File: config.mk
export PLATFORM = sky130hd
export DESIGN_NAME = motor_pwm_drive
export DESIGN_NICKNAME = d
export VERILOG_FILES = /design/src/rtl/motor_pwm_drive.sv
export SDC_FILE = /design/constraint.sdc
export NUM_CORES = 1
export LEC_CHECK = 0
export ABC_AREA = 0
export BUFFER_PORTS_ARGS = -buffer_cell sky130_fd_sc_hd__clkbuf_2
export CORE_MARGIN = 2
export CORE_UTILIZATION = 60
export CTS_BUF_LIST = sky130_fd_sc_hd__clkbuf_8
export DETAILED_ROUTE_END_ITERATION = 12
export PLACE_DENSITY = 0.77
export SLEW_MARGIN = 20
export SYNTH_ARGS = -nofsm -noshare
export SYNTH_HDL_FRONTEND = slang
export SYNTH_SLANG_ARGS = --single-unit
File: constraint.sdc
create_clock -name clk -period 4.13 [get_ports clk]
set_clock_uncertainty 0.15 [all_clocks]
set_input_delay 0.413 -clock clk [delete_from_list [all_inputs] [get_ports clk]]
set_output_delay 0.413 -clock clk [all_outputs]
set_load 0.02 [all_outputs]
File: src/rtl/motor_pwm_drive.sv
// ---------------------------------------------------------------------------
// motor_pwm_drive
//
// Turns the PicoBlaze motor-control port bits into two PWM drive signals,
// one for the left motor driver and one for the right. Each channel has a
// soft-start duty ramp, an immediate hard stop and an at-speed status flag.
// Both channels share one prescaler, one PWM counter and the speed select.
//
// Build option:
//   MOTOR_PWM_RAMP_EN  defined   : duty moves toward the target by RAMP_STEP
//                                  once per PWM period.
//                      undefined : duty loads the target at the next period
//                                  start, so RAMP lasts at most one period.
//                                  RAMP_STEP is ignored.
//
// Parameters:
//   CLK_DIV    clk cycles per PWM counter tick (1..65535)
//   PWM_BITS   PWM counter / duty width; the period is 2**PWM_BITS ticks
//   DUTY_SLOW  target duty when slow0_fast1 = 0
//   DUTY_FAST  target duty when slow0_fast1 = 1
//   RAMP_STEP  duty change per PWM period while ramping
//
// Ports:
//   clk           in   system clock
//   rst_n         in   asynchronous active-low reset
//   l_mtr_ctrl    in   left motor enable
//   r_mtr_ctrl    in   right motor enable
//   slow0_fast1   in   speed select shared by both channels
//   l_pwm         out  left motor PWM (registered)
//   r_pwm         out  right motor PWM (registered)
//   l_at_speed    out  left duty has reached its nonzero target
//   r_at_speed    out  right duty has reached its nonzero target
//   period_start  out  one-cycle pulse in the cycle the PWM counter is 0
// ---------------------------------------------------------------------------
module motor_pwm_drive #(
    parameter int CLK_DIV   = 100,
    parameter int PWM_BITS  = 8,
    parameter int DUTY_SLOW = 96,
    parameter int DUTY_FAST = 224,
    parameter int RAMP_STEP = 8
) (
    input  logic clk,
    input  logic rst_n,
    input  logic l_mtr_ctrl,
    input  logic r_mtr_ctrl,
    input  logic slow0_fast1,
    output logic l_pwm,
    output logic r_pwm,
    output logic l_at_speed,
    output logic r_at_speed,
    output logic period_start
);

    localparam int W = PWM_BITS;

    localparam logic [15:0]  PRESC_MAX   = 16'(CLK_DIV - 1);
    localparam logic [W-1:0] DUTY_SLOW_V = W'(DUTY_SLOW);
    localparam logic [W-1:0] DUTY_FAST_V = W'(DUTY_FAST);

`ifdef MOTOR_PWM_RAMP_EN
    localparam logic [W-1:0] STEP_V = W'(RAMP_STEP);
`else
    // A full-scale step always clamps to the target, so the shared step
    // datapath below loads the target in a single update.
    localparam logic [W-1:0] STEP_V = W'(RAMP_STEP) | {W{1'b1}};
`endif

    typedef enum logic [1:0] {
        IDLE = 2'd0,
        RAMP = 2'd1,
        RUN  = 2'd2
    } state_t;

    // ------------------------------------------------------------------
    // Input register: everything downstream uses these copies.
    // Bit 0 is the left channel, bit 1 the right channel.
    // ------------------------------------------------------------------
    logic [1:0] ctrl_q;
    logic       fast_q;

    always_ff @(posedge clk or negedge rst_n) begin
        if (!rst_n) begin
            ctrl_q <= 2'b00;
            fast_q <= 1'b0;
        end else begin
            ctrl_q <= {r_mtr_ctrl, l_mtr_ctrl};
            fast_q <= slow0_fast1;
        end
    end

    // ------------------------------------------------------------------
    // Prescaler and PWM counter
    // ------------------------------------------------------------------
    logic [15:0]  presc;
    logic [W-1:0] pwm_cnt;
    logic         tick;
    logic         wrap;

    assign tick = (presc == PRESC_MAX);
    // wrap marks the clock edge on which pwm_cnt goes from all-ones to 0.
    // Duty updates use this same edge, so a new duty is already in place
    // during the whole first tick of the period it governs.
    assign wrap = tick && (pwm_cnt == {W{1'b1}});

    always_ff @(posedge clk or negedge rst_n) begin
        if (!rst_n) begin
            presc        <= 16'd0;
            pwm_cnt      <= '0;
            period_start <= 1'b0;
        end else begin
            presc        <= tick ? 16'd0 : presc + 16'd1;
            if (tick) begin
                pwm_cnt <= pwm_cnt + 1'b1;
            end
            period_start <= wrap;
        end
    end

    logic [W-1:0] speed_duty;
    assign speed_duty = fast_q ? DUTY_FAST_V : DUTY_SLOW_V;

    // ------------------------------------------------------------------
    // Per-channel duty FSM and output registers
    // ------------------------------------------------------------------
    logic [1:0] pwm_bits;
    logic [1:0] at_bits;

    for (genvar gi = 0; gi < 2; gi++) begin : g_chan
        state_t       state_reg;
        state_t       state_next;
        logic [W-1:0] duty_reg;
        logic [W-1:0] duty_next;
        logic [W-1:0] target;
        logic [W-1:0] stepped;
        logic [W:0]   up_sum;
        logic [W:0]   down_limit;
        logic         pwm_reg;
        logic         at_reg;

        assign target = ctrl_q[gi] ? speed_duty : '0;

        // One step toward the target, computed one bit wider so that
        // neither the add nor the down-limit can wrap; both sides clamp
        // at the target so the duty never overshoots.
        assign up_sum     = {1'b0, duty_reg} + {1'b0, STEP_V};
        assign down_limit = {1'b0, target} + {1'b0, STEP_V};

        always_comb begin
            stepped = duty_reg;
            if (duty_reg < target) begin
                stepped = (up_sum > {1'b0, target}) ? target : up_sum[W-1:0];
            end else if (duty_reg > target) begin
                stepped = ({1'b0, duty_reg} < down_limit) ? target
                                                          : duty_reg - STEP_V;
            end
        end

        always_comb begin
            state_next = state_reg;
            duty_next  = duty_reg;
            if (!ctrl_q[gi] || (target == '0)) begin
                // Hard stop: no wait for the period boundary.
                state_next = IDLE;
                duty_next  = '0;
            end else begin
                case (state_reg)
                    IDLE: begin
                        state_next = RAMP;
                        if (wrap) begin
                            duty_next = stepped;
                            if (stepped == target) begin
                                state_next = RUN;
                            end
                        end
                    end
                    RAMP: begin
                        if (wrap) begin
                            duty_next = stepped;
                            if (stepped == target) begin
                                state_next = RUN;
                            end
                        end
                    end
                    RUN: begin
                        // A speed toggle changes the target; ramp from the
                        // current duty rather than restarting from zero.
                        if (duty_reg != target) begin
                            state_next = RAMP;
                        end
                    end
                    default: begin
                        state_next = IDLE;
                        duty_next  = '0;
                    end
                endcase
            end
        end

        always_ff @(posedge clk or negedge rst_n) begin
            if (!rst_n) begin
                state_reg <= IDLE;
                duty_reg  <= '0;
                pwm_reg   <= 1'b0;
                at_reg    <= 1'b0;
            end else begin
                state_reg <= state_next;
                duty_reg  <= duty_next;
                pwm_reg   <= (pwm_cnt < duty_reg);
                at_reg    <= (state_reg == RUN);
            end
        end

        assign pwm_bits[gi] = pwm_reg;
        assign at_bits[gi]  = at_reg;
    end

    assign l_pwm      = pwm_bits[0];
    assign r_pwm      = pwm_bits[1];
    assign l_at_speed = at_bits[0];
    assign r_at_speed = at_bits[1];

endmodule

== After elaboration in Yosys (flattened, before gate mapping) ==
Index checks and enable logic that the tools add are counted.
Word-level totals
  flip-flop bits (word level): 52
  input bits: 5
  output and inout port bits: 5
  word-level logic and storage cells: 98
Cells by class
  $add $sub $neg: 8
  magnitude comparators: 10
  eq/ne operators: 20
  mux-type cells: 32
  reductions and logical operators: 15
Operators with widths (count)
  two-way mux 8 bit: 15
  adder 8 x 8 -> 9 bit (second input constant): 4
  < comparator 8 bit: 4
  one-hot mux 8 bit (2 select lines): 2
  two-way mux 2 bit: 12
  > comparator 9 x 8 -> 1 bit: 2
  < comparator 8 x 9 -> 1 bit: 2
  inequality test 3 bit (second input constant): 6
  adder 16 x 1 -> 16 bit (second input constant): 1
  == test 16 x 7 -> 1 bit (second input constant): 1
  == test 8 bit: 2
  > comparator 8 bit: 2
  zero test 8 bit: 2
  two-way mux 16 bit: 1
  inequality test 8 bit: 2
  subtractor 8 bit (second input constant): 2
  one-hot mux 2 bit (3 select lines): 2
  adder 8 x 1 -> 8 bit (second input constant): 1
  == test 8 bit (second input constant): 1
  inequality test 3 x 1 -> 1 bit (second input constant): 2
  AND reduction 3 bit: 2
  == test 2 x 1 -> 1 bit (second input constant): 2
  == test 2 bit (second input constant): 2
  zero test 2 bit: 2
  6 further kinds: 11

== Longest topological paths before layout ==
  depth after elaboration: 12
  gate-level depth with buffers: 15
  gate-level depth less buffers: 13

== Worst setup path after synthesis ==
No wires, ideal clock.
  path kind: reg2reg
  start point: register g_chan[1].duty_reg[2]
  end point: register g_chan[1].state_reg[1]
  library setup time: 0.119 ns
  arrival: 3.001 ns
  required time: 3.861 ns
  path slack: 0.861 ns
  cell stages (with the launch flop): 16
  path buffers: 2
  clock period less this slack: 3.269 ns
  cell sequence: dfrtp_1 -> clkbuf_1 -> or3_1 -> clkbuf_1 -> nor2_1 -> nand2_1 -> xnor2_1 -> ha_1 -> nor2b_1 -> o21ai_0 -> a22oi_1 -> nor2_1 -> o22ai_1 -> a221o_1 -> and4_1 -> o21a_1
Between the ends
  word-level cells in the longest chain between the ends: 9
  elaborated cells on any way between the ends: 19
  those cells by class: add/sub (2); order compare (4); eq/ne (4); mux (8); reduce/logical (1)
Ends and longest elaborated chain
  start, declared: RTL line 131  | logic [W-1:0] duty_reg;
  start signal, assigned: RTL line 207  | duty_reg <= duty_next;
  adder 8 x 8 -> 9 bit (tied with other cells): RTL line 145  | assign up_sum = {1'b0, duty_reg} + {1'b0, STEP_V};
  > comparator 9 x 8 -> 1 bit or two-way mux 8 bit (tied branches): RTL line 151, 153
  two-way mux 8 bit, on equally long branches: RTL line 151, 152
  two-way mux 8 bit: RTL line 150  | if (duty_reg < target) begin
  == test 8 bit: RTL line 171, 179
  two-way mux 2 bit: RTL line 171  | if (stepped == target) begin
  two-way mux 2 bit: RTL line 169  | if (wrap) begin
  one-hot mux 2 bit (3 select lines): RTL line 166  | case (state_reg)
  two-way mux 2 bit: RTL line 161  | if (!ctrl_q[gi] || (target == '0)) begin
  end signal, assigned: RTL line 206  | state_reg <= state_next;
  end, declared: RTL line 129  | state_t state_reg;
Parallel ways exist; a longest one is shown, timed or not.
A chain may end at the register's enable or synchronous reset.

== Worst setup path in the final report ==
  start point: register g_chan[0].duty_reg[2]
  end point: register g_chan[0].state_reg[1]
Between the ends
  word-level cells in the longest chain between the ends: 9
  elaborated cells on any way between the ends: 19
  those cells by class: add/sub (2); order compare (4); eq/ne (4); mux (8); reduce/logical (1)
Ends and longest elaborated chain (RTL line)
  start, declared: 131
  start signal, assigned: 207
  adder 8 x 8 -> 9 bit (tied with other cells): 145
  > comparator 9 x 8 -> 1 bit or two-way mux 8 bit (tied branches): 151, 153
  two-way mux 8 bit, on equally long branches: 151, 152
  two-way mux 8 bit: 150
  == test 8 bit: 171, 179
  two-way mux 2 bit: 171
  two-way mux 2 bit: 169
  one-hot mux 2 bit (3 select lines): 166
  two-way mux 2 bit: 161
  end signal, assigned: 206
  end, declared: 129
Parallel ways exist; a longest one is shown, timed or not.

==> impl_metrics.tcl <==
set metrics [dict create \
    tightest_slew_ps 741 \
    die_w_um 85.8 \
    grt_pass1_vias 3253 \
    route.detailed.drc 2 \
    grt.overflow.total 0 \
    async_reset_ff_frac 1.00 \
    setup_tns_ps 0 \
    crit_path_top_delay_cell "o32ai_1" \
    wirelength_um 9470 \
    slew_headroom 0.504 \
    end_kind "flip-flop" \
    gr-usage-met3 0.0404 \
    antenna_found_initial 0 \
    mostFrequentLayoutCell "dfrtp_1" \
    rsz0062_at_grt "false" \
    p_leak_nw 1.78 \
    fin_cells 545 \
    met2_usage 0.418 \
    clkLatencyLatePin_ps 320 \
    hold_path.class "input pin to flip-flop" \
    synth_top_family_by_area "simple AND/OR/NAND/NOR gates" \
    use_met1 0.410 \
    arrival_ps 3740 \
    vdd_drop_max_mv 0.169 \
    finalCritPeriodShare 0.883 \
    status "finished with violations" \
    diodes 0 \
    die_h_um 85.8 \
    layout.nets 510 \
    fillers 542 \
    clk_pin_slew_ps 120 \
    cp.required_ps 4220 \
    hpwl_um 7120 \
    fin_crit_ps 3650 \
    numCtsBuffers 5 \
    synthXorXnorAreaFrac 0.0676 \
    grt_max_degree 37 \
    synth_compound_area_frac 0.176 \
    ys.flop_type "dfrtp_1" \
    synth_seq_cells 52 \
    cts_tree "built" \
    ant_nets 0 \
    critPathBufInv 0 \
    setup_viol 0 \
    globalplace.congestion 1.02 \
    yosys.area_share.adder 0.118 \
    hold_start "l_mtr_ctrl" \
    core_um2 6420 \
    synthMuxAreaShare 0.0103 \
    pre_cts_ws_ps 593 \
    syn-num-nets 510 \
    synth_edf_count 0 \
    drv_slew 0 \
    crit_cells 11 \
    hold_end "ctrl_q[0]$_DFF_PN0_" \
    layout_setup_ws_ps 482 \
    clk_path_buf_depth 2 \
    start_util 0.626 \
    synthDistinctLibCells 65 \
    synthesis.area_um2 4020 \
    ios 10 \
    track_usage 0.273 \
    viasPerCell 6.43 \
    drive_above_1_share 0.0769 \
    wl_per_cell_um 17.4 \
    io_buffers 9 \
    vias 3505 \
    num_rows 29 \
    synthSimpleGateAreaFrac 0.258 \
    htreeDepth 2 \
    rr_startpoint "g_chan[0].duty_reg[2]$_DFFE_PN0P_" \
    hold_violations 0 \
    synth.yosys.seq_area_share 0.324 \
    placed_cells 536 \
    mostFrequentLayoutCells "dfrtp_1, nand2_1, nor2_1, ha_1, inv_1" \
    grt_first_pass_wirelength_um 16100 \
    drt_first_pass_iters 9 \
    powerDensity_nw_per_um2 215 \
    drt_iter0_drc 353 \
    cap_violations 0 \
    reg2reg_to "g_chan[0].state_reg[1]$_DFFE_PN0P_" \
    rr_worst_depth 11 \
    top_usage_layer "met2" \
    criticalPathCategory "flip-flop to flip-flop" \
    hold_path_depth 1 \
    path_cells "or3_1 -> nor4_1 -> xnor2_1 -> ha_1 -> nand3_1 -> o32ai_1 -> and4_1 -> nor3_1 -> a2111oi_0 -> a21oi_1 -> a221oi_2" \
    worstPathMaxFanout 12 \
    fmax_mhz 274 \
    rrSetupSlack_ps 480 \
    cts_sinks 52 \
    die_area_um2 7370 \
    root_buffer "clkbuf_8" \
    area_growth_pct 4.79 \
    violations "DRC" \
    max_stage_delay_ps 520 \
    cp-start-kind "flip-flop" \
    avgSynthCellArea_um2 8.61 \
    yosys_warnings 0 \
    cp_top_family "compound AO/OA/AOI/OAI gates" \
    syn_inst 467 \
]
==> metrics by stage <==
step	hold WS, ps	utilization	area, µm²	total power, W
after CTS	33.9	0.656	4210	0.000915
after global placement	214	0.639	4110	0.000593
final	38.1	0.656	4210	0.000905
after global routing	26.6	0.656	4210	0.000942
after detailed placement	218	0.639	4110	0.000595
after floorplan	-32.6	-	4020	0.000567
==> worst max path at each step <==
stage                                 startpoint                            endpoint
2_1_floorplan  g_chan[1].duty_reg[2]$_DFFE_PN0P_  g_chan[1].state_reg[1]$_DFFE_PN0P_
3_3_place_gp   g_chan[0].duty_reg[2]$_DFFE_PN0P_  g_chan[0].state_reg[1]$_DFFE_PN0P_
3_5_place_dp   g_chan[0].duty_reg[2]$_DFFE_PN0P_  g_chan[0].state_reg[1]$_DFFE_PN0P_
4_1_cts        g_chan[0].duty_reg[2]$_DFFE_PN0P_  g_chan[0].state_reg[1]$_DFFE_PN0P_
5_1_grt        g_chan[0].duty_reg[2]$_DFFE_PN0P_  g_chan[0].state_reg[1]$_DFFE_PN0P_
6_report       g_chan[0].duty_reg[2]$_DFFE_PN0P_  g_chan[0].state_reg[1]$_DFFE_PN0P_
==> area by class of cell <==
| type | instances | area (µm²) | area share |
|---|---|---|---|
| sequential | 52 | 1300 | 0.309 |
| clock buffer | 5 | 68.8 | 0.0163 |
| tap | 77 | 96.3 | 0.0229 |
| inverter | 25 | 93.8 | 0.0223 |
| timing repair buffer | 15 | 92.6 | 0.0220 |
| multi-input combinational | 368 | 2530 | 0.601 |
| clock inverter | 3 | 27.5 | 0.00654 |
==> power breakdown <==
part	leakage [nW]	total [W]	switching, W	internal (W)
logic	1.03	0.0000723	0.0000488	0.0000234
registers	0.701	0.000515	0.00000354	0.000511
clock network	0.0463	0.000318	0.000193	0.000125
==> routing by layer <==
metal | vias to the layer above | part of all wire
met3 | 21 | 0.069
met2 | 152 | 0.44
met1 | 1659 | 0.47
li1 | 1673 | -
met4 | 0 | 0.014
met5 | - | 0
==> what timing repair did <==
item | in CTS | in global routing
setup buffers | 0 | 0
gates resized for setup | 0 | 0
hold buffers | 1 | 0
hold endpoints to repair | 16 | 0
==> cell usage after synthesis (all sizes together), types with 8 or more instances <==
library cell | instances | share of area
dfrtp | 52 | 0.32
nand2 | 48 | 0.045
nor2 | 40 | 0.037
ha | 38 | 0.12
inv | 24 | 0.022
a21oi | 23 | 0.029
o21ai | 23 | 0.029
xnor2 | 23 | 0.050
clkbuf | 19 | 0.018
nand3 | 16 | 0.020
nor3 | 14 | 0.017
nor4 | 10 | 0.027
a21o | 9 | 0.017
nand4 | 9 | 0.016
xor2 | 8 | 0.017
==> kinds of logic (layout without fill, tap and decap cells) <==
logic type      Yosys count  after routing
simple gates            190            190
mux                       4              4
flops                    52             52
buf+inv                  47             48
xor+xnor                 31             31
compound gates          105            105
fa+ha+maj                38             38
Note: power is estimated with default switching activity, not from simulation.
